[src/rtl/rx_frame_filter.sv]
// rx_frame_filter
//
// Receive-side frame filter and buffer. Each completed frame (frm_valid pulse)
// is classified by CRC status and destination ID. Accepted frames (source ID +
// payload) are stored in a DEPTH-entry circular FIFO. Saturating per-class
// statistics counters and a sticky overflow flag track what was seen.
//
// Ports:
//   clk          single clock
//   rst_n        asynchronous active-low reset
//   my_id        local node ID, sampled on frm_valid
//   frm_valid    one-cycle pulse, frame completed
//   frm_dest     destination ID of the frame
//   frm_src      source ID of the frame
//   frm_payload  frame payload
//   frm_crc_err  CRC failure flag
//   pop          discard the head entry (ignored when empty)
//   byte_sel     selects a byte of the head payload for rd_byte
//   clr_stats    synchronous clear of counters, overflow and last_cls
//   rd_valid     FIFO not empty
//   rd_src       source ID of the head entry (0 when empty)
//   rd_byte      selected head payload byte (0 when empty)
//   level        number of stored entries
//   full         level == DEPTH
//   overflow     sticky: a frame was lost because the FIFO was full
//   last_cls     class of the most recent frame (0 ok, 1 CRC, 2 ID, 3 overflow)
//   cnt_ok/cnt_crc/cnt_id/cnt_ovf  saturating statistics counters

module rx_frame_filter #(
    parameter int ID_W      = 2,
    parameter int PAYLOAD_W = 128,
    parameter int DEPTH     = 4,
    parameter int BCAST_EN  = 1,
    parameter int CNT_W     = 8
) (
    input  logic                              clk,
    input  logic                              rst_n,
    input  logic [ID_W-1:0]                   my_id,
    input  logic                              frm_valid,
    input  logic [ID_W-1:0]                   frm_dest,
    input  logic [ID_W-1:0]                   frm_src,
    input  logic [PAYLOAD_W-1:0]              frm_payload,
    input  logic                              frm_crc_err,
    input  logic                              pop,
    input  logic [$clog2(PAYLOAD_W/8)-1:0]    byte_sel,
    input  logic                              clr_stats,
    output logic                              rd_valid,
    output logic [ID_W-1:0]                   rd_src,
    output logic [7:0]                        rd_byte,
    output logic [$clog2(DEPTH+1)-1:0]        level,
    output logic                              full,
    output logic                              overflow,
    output logic [1:0]                        last_cls,
    output logic [CNT_W-1:0]                  cnt_ok,
    output logic [CNT_W-1:0]                  cnt_crc,
    output logic [CNT_W-1:0]                  cnt_id,
    output logic [CNT_W-1:0]                  cnt_ovf
);

    localparam int PTR_W  = $clog2(DEPTH);
    localparam int LVL_W  = $clog2(DEPTH+1);
    localparam int BSEL_W = $clog2(PAYLOAD_W/8);

    localparam logic [1:0] CLS_OK  = 2'd0;
    localparam logic [1:0] CLS_CRC = 2'd1;
    localparam logic [1:0] CLS_ID  = 2'd2;
    localparam logic [1:0] CLS_OVF = 2'd3;

    // Saturating increment: holds at all-ones instead of wrapping.
    function automatic logic [CNT_W-1:0] sat_inc(input logic [CNT_W-1:0] c);
        return (&c) ? c : c + 1'b1;
    endfunction

    logic [ID_W-1:0]      src_mem [DEPTH];
    logic [PAYLOAD_W-1:0] pay_mem [DEPTH];

    logic [PTR_W-1:0] wr_ptr;
    logic [PTR_W-1:0] rd_ptr;

    logic       is_bcast;
    logic       id_match;
    logic       do_pop;
    logic       do_push;
    logic [1:0] cls;

    assign rd_valid = (level != '0);
    assign full     = (level == LVL_W'(DEPTH));

    assign is_bcast = (BCAST_EN != 0) && (frm_dest == {ID_W{1'b1}});
    assign id_match = (frm_dest == my_id) || is_bcast;
    assign do_pop   = pop && rd_valid;

    // Classification by priority. A full FIFO with a same-cycle pop frees
    // the slot, so the frame is accepted rather than flagged as overflow.
    always_comb begin
        cls = CLS_OK;
        if (frm_crc_err) begin
            cls = CLS_CRC;
        end else if (!id_match) begin
            cls = CLS_ID;
        end else if (full && !pop) begin
            cls = CLS_OVF;
        end
    end

    assign do_push = frm_valid && (cls == CLS_OK);

    // Control state: pointers, level, statistics.
    always_ff @(posedge clk or negedge rst_n) begin
        if (!rst_n) begin
            wr_ptr   <= '0;
            rd_ptr   <= '0;
            level    <= '0;
            overflow <= 1'b0;
            last_cls <= CLS_OK;
            cnt_ok   <= '0;
            cnt_crc  <= '0;
            cnt_id   <= '0;
            cnt_ovf  <= '0;
        end else begin
            if (do_push) begin
                wr_ptr <= wr_ptr + 1'b1;
            end
            if (do_pop) begin
                rd_ptr <= rd_ptr + 1'b1;
            end
            if (do_push && !do_pop) begin
                level <= level + 1'b1;
            end else if (do_pop && !do_push) begin
                level <= level - 1'b1;
            end

            // Clear wins over a coinciding frame for counters and overflow.
            if (clr_stats) begin
                cnt_ok   <= '0;
                cnt_crc  <= '0;
                cnt_id   <= '0;
                cnt_ovf  <= '0;
                overflow <= 1'b0;
            end else if (frm_valid) begin
                unique case (cls)
                    CLS_OK:  cnt_ok  <= sat_inc(cnt_ok);
                    CLS_CRC: cnt_crc <= sat_inc(cnt_crc);
                    CLS_ID:  cnt_id  <= sat_inc(cnt_id);
                    default: begin
                        cnt_ovf  <= sat_inc(cnt_ovf);
                        overflow <= 1'b1;
                    end
                endcase
            end

            // A coinciding frame's class takes precedence over the clear.
            if (frm_valid) begin
                last_cls <= cls;
            end else if (clr_stats) begin
                last_cls <= CLS_OK;
            end
        end
    end

    // Storage: data only, no reset needed.
    always_ff @(posedge clk) begin
        if (do_push) begin
            src_mem[wr_ptr] <= frm_src;
            pay_mem[wr_ptr] <= frm_payload;
        end
    end

    // Combinational readout of the head entry, forced to zero when empty.
    logic [PAYLOAD_W-1:0] head_pay;
    logic [BSEL_W+2:0]    bit_idx;

    assign head_pay = pay_mem[rd_ptr];
    assign bit_idx  = {byte_sel, 3'b000};

    always_comb begin
        rd_src  = '0;
        rd_byte = '0;
        if (rd_valid) begin
            rd_src  = src_mem[rd_ptr];
            rd_byte = head_pay[bit_idx +: 8];
        end
    end

endmodule

[config.mk]
export PLATFORM = sky130hd
export DESIGN_NAME = rx_frame_filter
export DESIGN_NICKNAME = d
export VERILOG_FILES = /design/src/rtl/rx_frame_filter.sv
export SDC_FILE = /design/constraint.sdc
export NUM_CORES = 1
export LEC_CHECK = 0
export CORE_MARGIN = 10
export CORE_UTILIZATION = 45
export CTS_CLUSTER_DIAMETER = 30
export DETAILED_ROUTE_END_ITERATION = 10
export GPL_TIMING_DRIVEN = 0
export PLACE_DENSITY_LB_ADDON = 0.2
export SETUP_SLACK_MARGIN = 0.2
export SYNTH_ARGS = -nofsm -noshare
export SYNTH_HDL_FRONTEND = slang
export SYNTH_SLANG_ARGS = --single-unit
[constraint.sdc]
create_clock -name clk -period 9.2 [get_ports clk]
set_clock_uncertainty 0.2 [all_clocks]
set_input_delay 1.38 -clock clk [delete_from_list [all_inputs] [get_ports clk]]
set_output_delay 1.38 -clock clk [all_outputs]
set_load 0.01 [all_outputs]
# Word level (Yosys, flattened, before mapping)
# Memories as Yosys holds them, arrays and structs flattened.
# Cells that the tools add are included.
dict set report op_classes {
  n_addsub 8
  n_eq_ne 10
  shift 1
  mux 30
  n_reduce_logical 26
}
# op n
set op_table {}
lappend op_table {{$mux 8} 17}
lappend op_table {{$shiftx 128x8->8} 1}
lappend op_table {{$add 8x1->8 const B} 4}
lappend op_table {{$reduce_and 8->1} 4}
lappend op_table {{$mux 2} 6}
lappend op_table {{$reduce_and 3->1} 4}
lappend op_table {{$reduce_bool 2->1} 5}
lappend op_table {{$ne 2x2->1 const B} 4}
lappend op_table {{$mux 3} 2}
lappend op_table {{$logic_and 1x1->1} 5}
lappend op_table {{$mux 1} 5}
lappend op_table {{$add 2x1->2 const B} 2}
lappend op_table {{$eq 2x2->1 const B} 2}
lappend op_table {{$add 3x1->3 const B} 1}
lappend op_table {{$eq 3x3->1 const B} 1}
lappend op_table {{$logic_not 1->1} 3}
lappend op_table {{$reduce_bool 3->1} 1}
lappend op_table {{$reduce_or 3->1} 1}
lappend op_table {{$sub 3x1->3 const B} 1}
lappend op_table {{$eq 2x1->1 const B} 1}
lappend op_table {{$eq 2x2->1} 1}
lappend op_table {{$logic_not 2->1} 1}
lappend op_table {{$ne 2x1->1 const B} 1}
lappend op_table {{$reduce_and 2->1} 1}
lappend op_table {{$logic_or 1x1->1} 1}
dict set report totals {
  reg_bits 42
  ram_bits 520
  input_bits 144
  word_cells 86
  mem_count 2
}
# name words width rd rd_ports_with_merged_regs write_ports line_no
set memory_table {}
lappend memory_table {pay_mem 4 128 1 0 1 75} ;# logic [PAYLOAD_W-1:0] pay_mem [DEPTH];
lappend memory_table {src_mem 4 2 1 0 1 74} ;# logic [ID_W-1:0] src_mem [DEPTH];

# Logic depth before layout (Yosys ltp)
dict set report logic_depth {
  word_depth 11
  depth_mapped 11
}

# Least setup slack after synthesis
# No wires, ideal clock.
dict set report synth_timing {
  kind {input to register}
  startpoint {input port frm_crc_err}
  endpoint {memory pay_mem[0][0], enable pin}
  setup_time_ns 0.505
  arrival_time_ns 5.434
  setup_slack_ns 3.061
  stages 6
  cell_sequence {nand2b_1 > clkbuf_2 > or4_4 > buf_6 > inv_2 > and2_1}
}
dict set report synth_via {
  elab_chain_cells 5
}
# element line_no
set synth_rtl {}
lappend synth_rtl {{start, declared} 43} ;# input logic frm_crc_err,
lappend synth_rtl {{$mux 2} 97} ;# if (frm_crc_err) begin
lappend synth_rtl {{$logic_not 2->1} 106} ;# assign do_push = frm_valid && (cls == CLS_OK);
lappend synth_rtl {{$logic_and 1x1->1} 106}
lappend synth_rtl {{net do_push} 83} ;# logic do_push;
lappend synth_rtl {{$mux 1} 163} ;# if (do_push) begin
lappend synth_rtl {{$mux 1 (not written as such)} 165} ;# pay_mem[wr_ptr] <= frm_payload;
lappend synth_rtl {{end, declared} 75}
# The timed path passes the listed nets, and every way through them passes these cells.

# Worst setup path after layout
dict set report layout_timing {
  startpoint {input port byte_sel[1]}
  endpoint {output port rd_byte[2]}
}
dict set report layout_via {
  elab_chain_cells 2
}
# element line_no
set layout_rtl {}
lappend layout_rtl {{start, declared} 45} ;# input logic [$clog2(PAYLOAD_W/8)-1:0] byte_sel,
lappend layout_rtl {{$shiftx 128x8->8} 181} ;# rd_byte = head_pay[bit_idx +: 8];
lappend layout_rtl {{$mux 8} 179} ;# if (rd_valid) begin
lappend layout_rtl {{end, declared} 49} ;# output logic [7:0] rd_byte,
# No other way between the ends.

==> results.yml <==
global_routing:
  grt_start_max_net_pins: 60
  grt_pass1_vias: 12390
  globalRouteOverflowTotal: 0
  track_usage: 0.1784
  antenna_found_initial: 11
  grt_pass1_wl_mm: 78.50
clocking:
  cts_made_buffers: 115
  cts.sinks: 562
  post_cts_buffers: 0
  tritoncts: "built"
  post_cts_resized: 0
  htree_levels: 3
  cts_hold_buf: 0
  cts_root_buffer: "clkbuf_16"
  clockBufferDepth: 3
  clock_latency_ns: 0.63
  clk_pin_slew_ns: 0.04
drt:
  ant_nets: 0
  dr.pass1.iters: 5
  remaining_drc_errors: 0
  vias: 11740
  wl_per_cell_um: 24.25
  vias_per_cell: 5.464
  drt_iter0_markers: 825
  wirelength_mm: 52.11
yosys:
  ys_top_cells_by_count: "520 x edfxtp_1, 142 x mux4_2, 42 x dfrtp_1"
  yosys_warnings: 0
  synth_area_per_cell_um2: 20.82
  synth_top_area_cell: "edfxtp_1"
  syn-cell-area_um2: 22130
  ys_seq_area_frac: 0.7530
  yosysUniqueCellTypes: 59
  synth-seq-cells: 562
  synth.most_common_cell: "edfxtp_1"
  syn-num-nets: 1217
  synthCells: 1063
  synth_edf_count: 520
  yosys-top-cells-area: "edfxtp_1 71%, mux4_2 14%, dfrtp_1 4.7%, mux2i_1 1.1%, nor2_1 0.68%"
  synthArstFlopShare: 0.07473
  synth_ff_type: "edfxtp_1"
  synth_top_area_frac: 0.7055
worst_hold_path:
  hp-start: "last_cls[1]$_DFFE_PN0N_"
  worstHoldPathCells: 2
  hold_end: "last_cls[1]$_DFFE_PN0N_"
  hp-class: "flip-flop to flip-flop"
floorplan:
  pin_count: 194
  die_h_um: 241.8
  core_um2: 48750
  fp.dieW_um: 241.8
  rows: 81
  start_util: 0.4540
  dieArea_um2: 58460
power:
  powerDensity_nw_per_um2: 297.8
  vdd_drop_max_v: 0.0001516
  p_leak_nw: 9.782
layout:
  nNetsFinal: 1535
  fill_cells: 3571
  syn_to_final_growth_pct: 31.24
  drive_gt1_frac: 0.2505
  fin_util: 0.5959
sta:
  finalHoldViolCount: 0
  relSlewSlack: 0.3775
  post-route-period-util: 0.7003
  fin_crit_ns: 6.443
  rsz0062_at_grt: "false"
  fmax_mhz: 155.2
  final_max_slew_viol_count: 0
  tightest_slew_ns: 0.9338
  timing.hold.ws_ns: 0.3057
  final-setup-viol-count: 0
worst_setup_path:
  cp.arrival_ns: 4.86
  end_kind: "output port"
  worstSetupPathType: "primary input to output port"
  critPathMaxFanout: 10
  r2r_end: "pay_mem[0][17]$_DFFE_PP_"
  rrSetupSlack_ns: 5.71
  required_ns: 7.62
  reg2reg_depth: 8
  cp-start-kind: "primary input"
  reg2reg_from: "level[2]$_DFFE_PN0P_"
placement:
  io_buffers: 191
  hpwl_mm: 33.98
  gp_congestion: 0.8176
job:
  max_cap_viol_count: 0
run_status:
  run_status: "complete, no violations"
[state kept, by name, indices dropped and copies added, names as in the netlist]
register	flops
rd_ptr	2
cnt_id	8
pay_mem	512
cnt_ok	8
level	3
last_cls	2
cnt_crc	8
wr_ptr	2
overflow	1
cnt_ovf	8
src_mem	8
[layout by cell type, fill, tap and decap left out, types with 17 or more instances in the layout]
master           instances
mux4_2                 142
clkbuf_1                41
bufinv_16               17
a21oi_1                 21
nor2_1                  40
buf_2                   18
mux2i_1                 24
edfxtp_1               520
clkdlybuf4s50_1        190
dfrtp_1                 42
clkbuf_16              117
nand2_1                 31
[per-stage QoR]
| stage | power [W] | cell area (µm²) | TNS [ns] | setup WS (ns) | instances |
|---|---|---|---|---|---|
| detailed placement | 0.004634 | 25130 | 0 | 2.799 | 1928 |
| floorplan | 0.004059 | 22130 | 0 | 3.061 | 1063 |
| global route | 0.008979 | 29040 | 0 | 2.710 | 2147 |
| CTS | 0.008757 | 29040 | 0 | 2.766 | 2145 |
| finish | 0.008650 | 29050 | 0 | 2.757 | 2149 |
| global placement | 0.004633 | 24880 | -2.912 | -0.03031 | 1918 |
[power breakdown]
group	switching, W	total (W)	leakage (nW)	internal, W
logic	0.000804	0.00157	2.66	0.000768
clock network	0.00130	0.00409	1.86	0.00279
registers	0.0000403	0.00299	5.26	0.00295
[routing by layer]
layer  track usage  part of all wire  routed length [µm]  vias to the layer above
li1              -                 -                   -                     5146
met1        0.2333              0.42               21680                     6067
met2        0.2834              0.49               25440                      419
met3       0.04861             0.074                3856                       95
met4       0.06399             0.020                1037                       16
met5             0            0.0019                  97                        -
[worst max-delay path by stage]
stage,startpoint,endpoint,depth (start not counted)
6_report,byte_sel[1],rd_byte[2],7
5_1_grt,byte_sel[0],rd_byte[7],9
4_1_cts,byte_sel[1],rd_byte[2],7
3_5_place_dp,byte_sel[1],rd_byte[2],7
3_3_place_gp,frm_valid,pay_mem[0][26]$_DFFE_PP_,7
2_1_floorplan,frm_crc_err,pay_mem[0][0]$_DFFE_PP_,6
[final cells by class]
type / count / area, µm² / area share
Antenna cell: 4 / 10.01 / 0.0003446
Buffer: 52 / 262.8 / 0.009046
Clock buffer: 139 / 3010 / 0.1036
Clock inverter: 78 / 900.9 / 0.03101
Inverter: 12 / 45.04 / 0.001551
Multi-Input combinational cell: 437 / 5169 / 0.1779
Sequential cell: 562 / 16670 / 0.5738
Tap cell: 664 / 830.8 / 0.02860
Timing Repair Buffer: 201 / 2152 / 0.07409
[cells by family (layout without fill, tap and decap cells)]
kind of cell | Yosys count | in the layout | synth area share
mux | 173 | 173 | 0.1589
simple gates | 148 | 148 | 0.03420
fa+ha+maj | 10 | 10 | 0.005993
other cells | 0 | 4 | 0
xor+xnor | 13 | 13 | 0.005144
buf+inv | 64 | 482 | 0.01391
compound gates | 93 | 93 | 0.02883
flops | 562 | 562 | 0.7530
[critical path: stages]
cell             delay, ns
clkdlybuf4s50_1       0.51
clkbuf_1              0.58
clkbuf_1              0.69
mux2i_1               0.41
o221ai_1              0.16
o22ai_1               0.47
clkdlybuf4s50_1       0.65
Note: power is estimated with default switching activity, not from simulation.
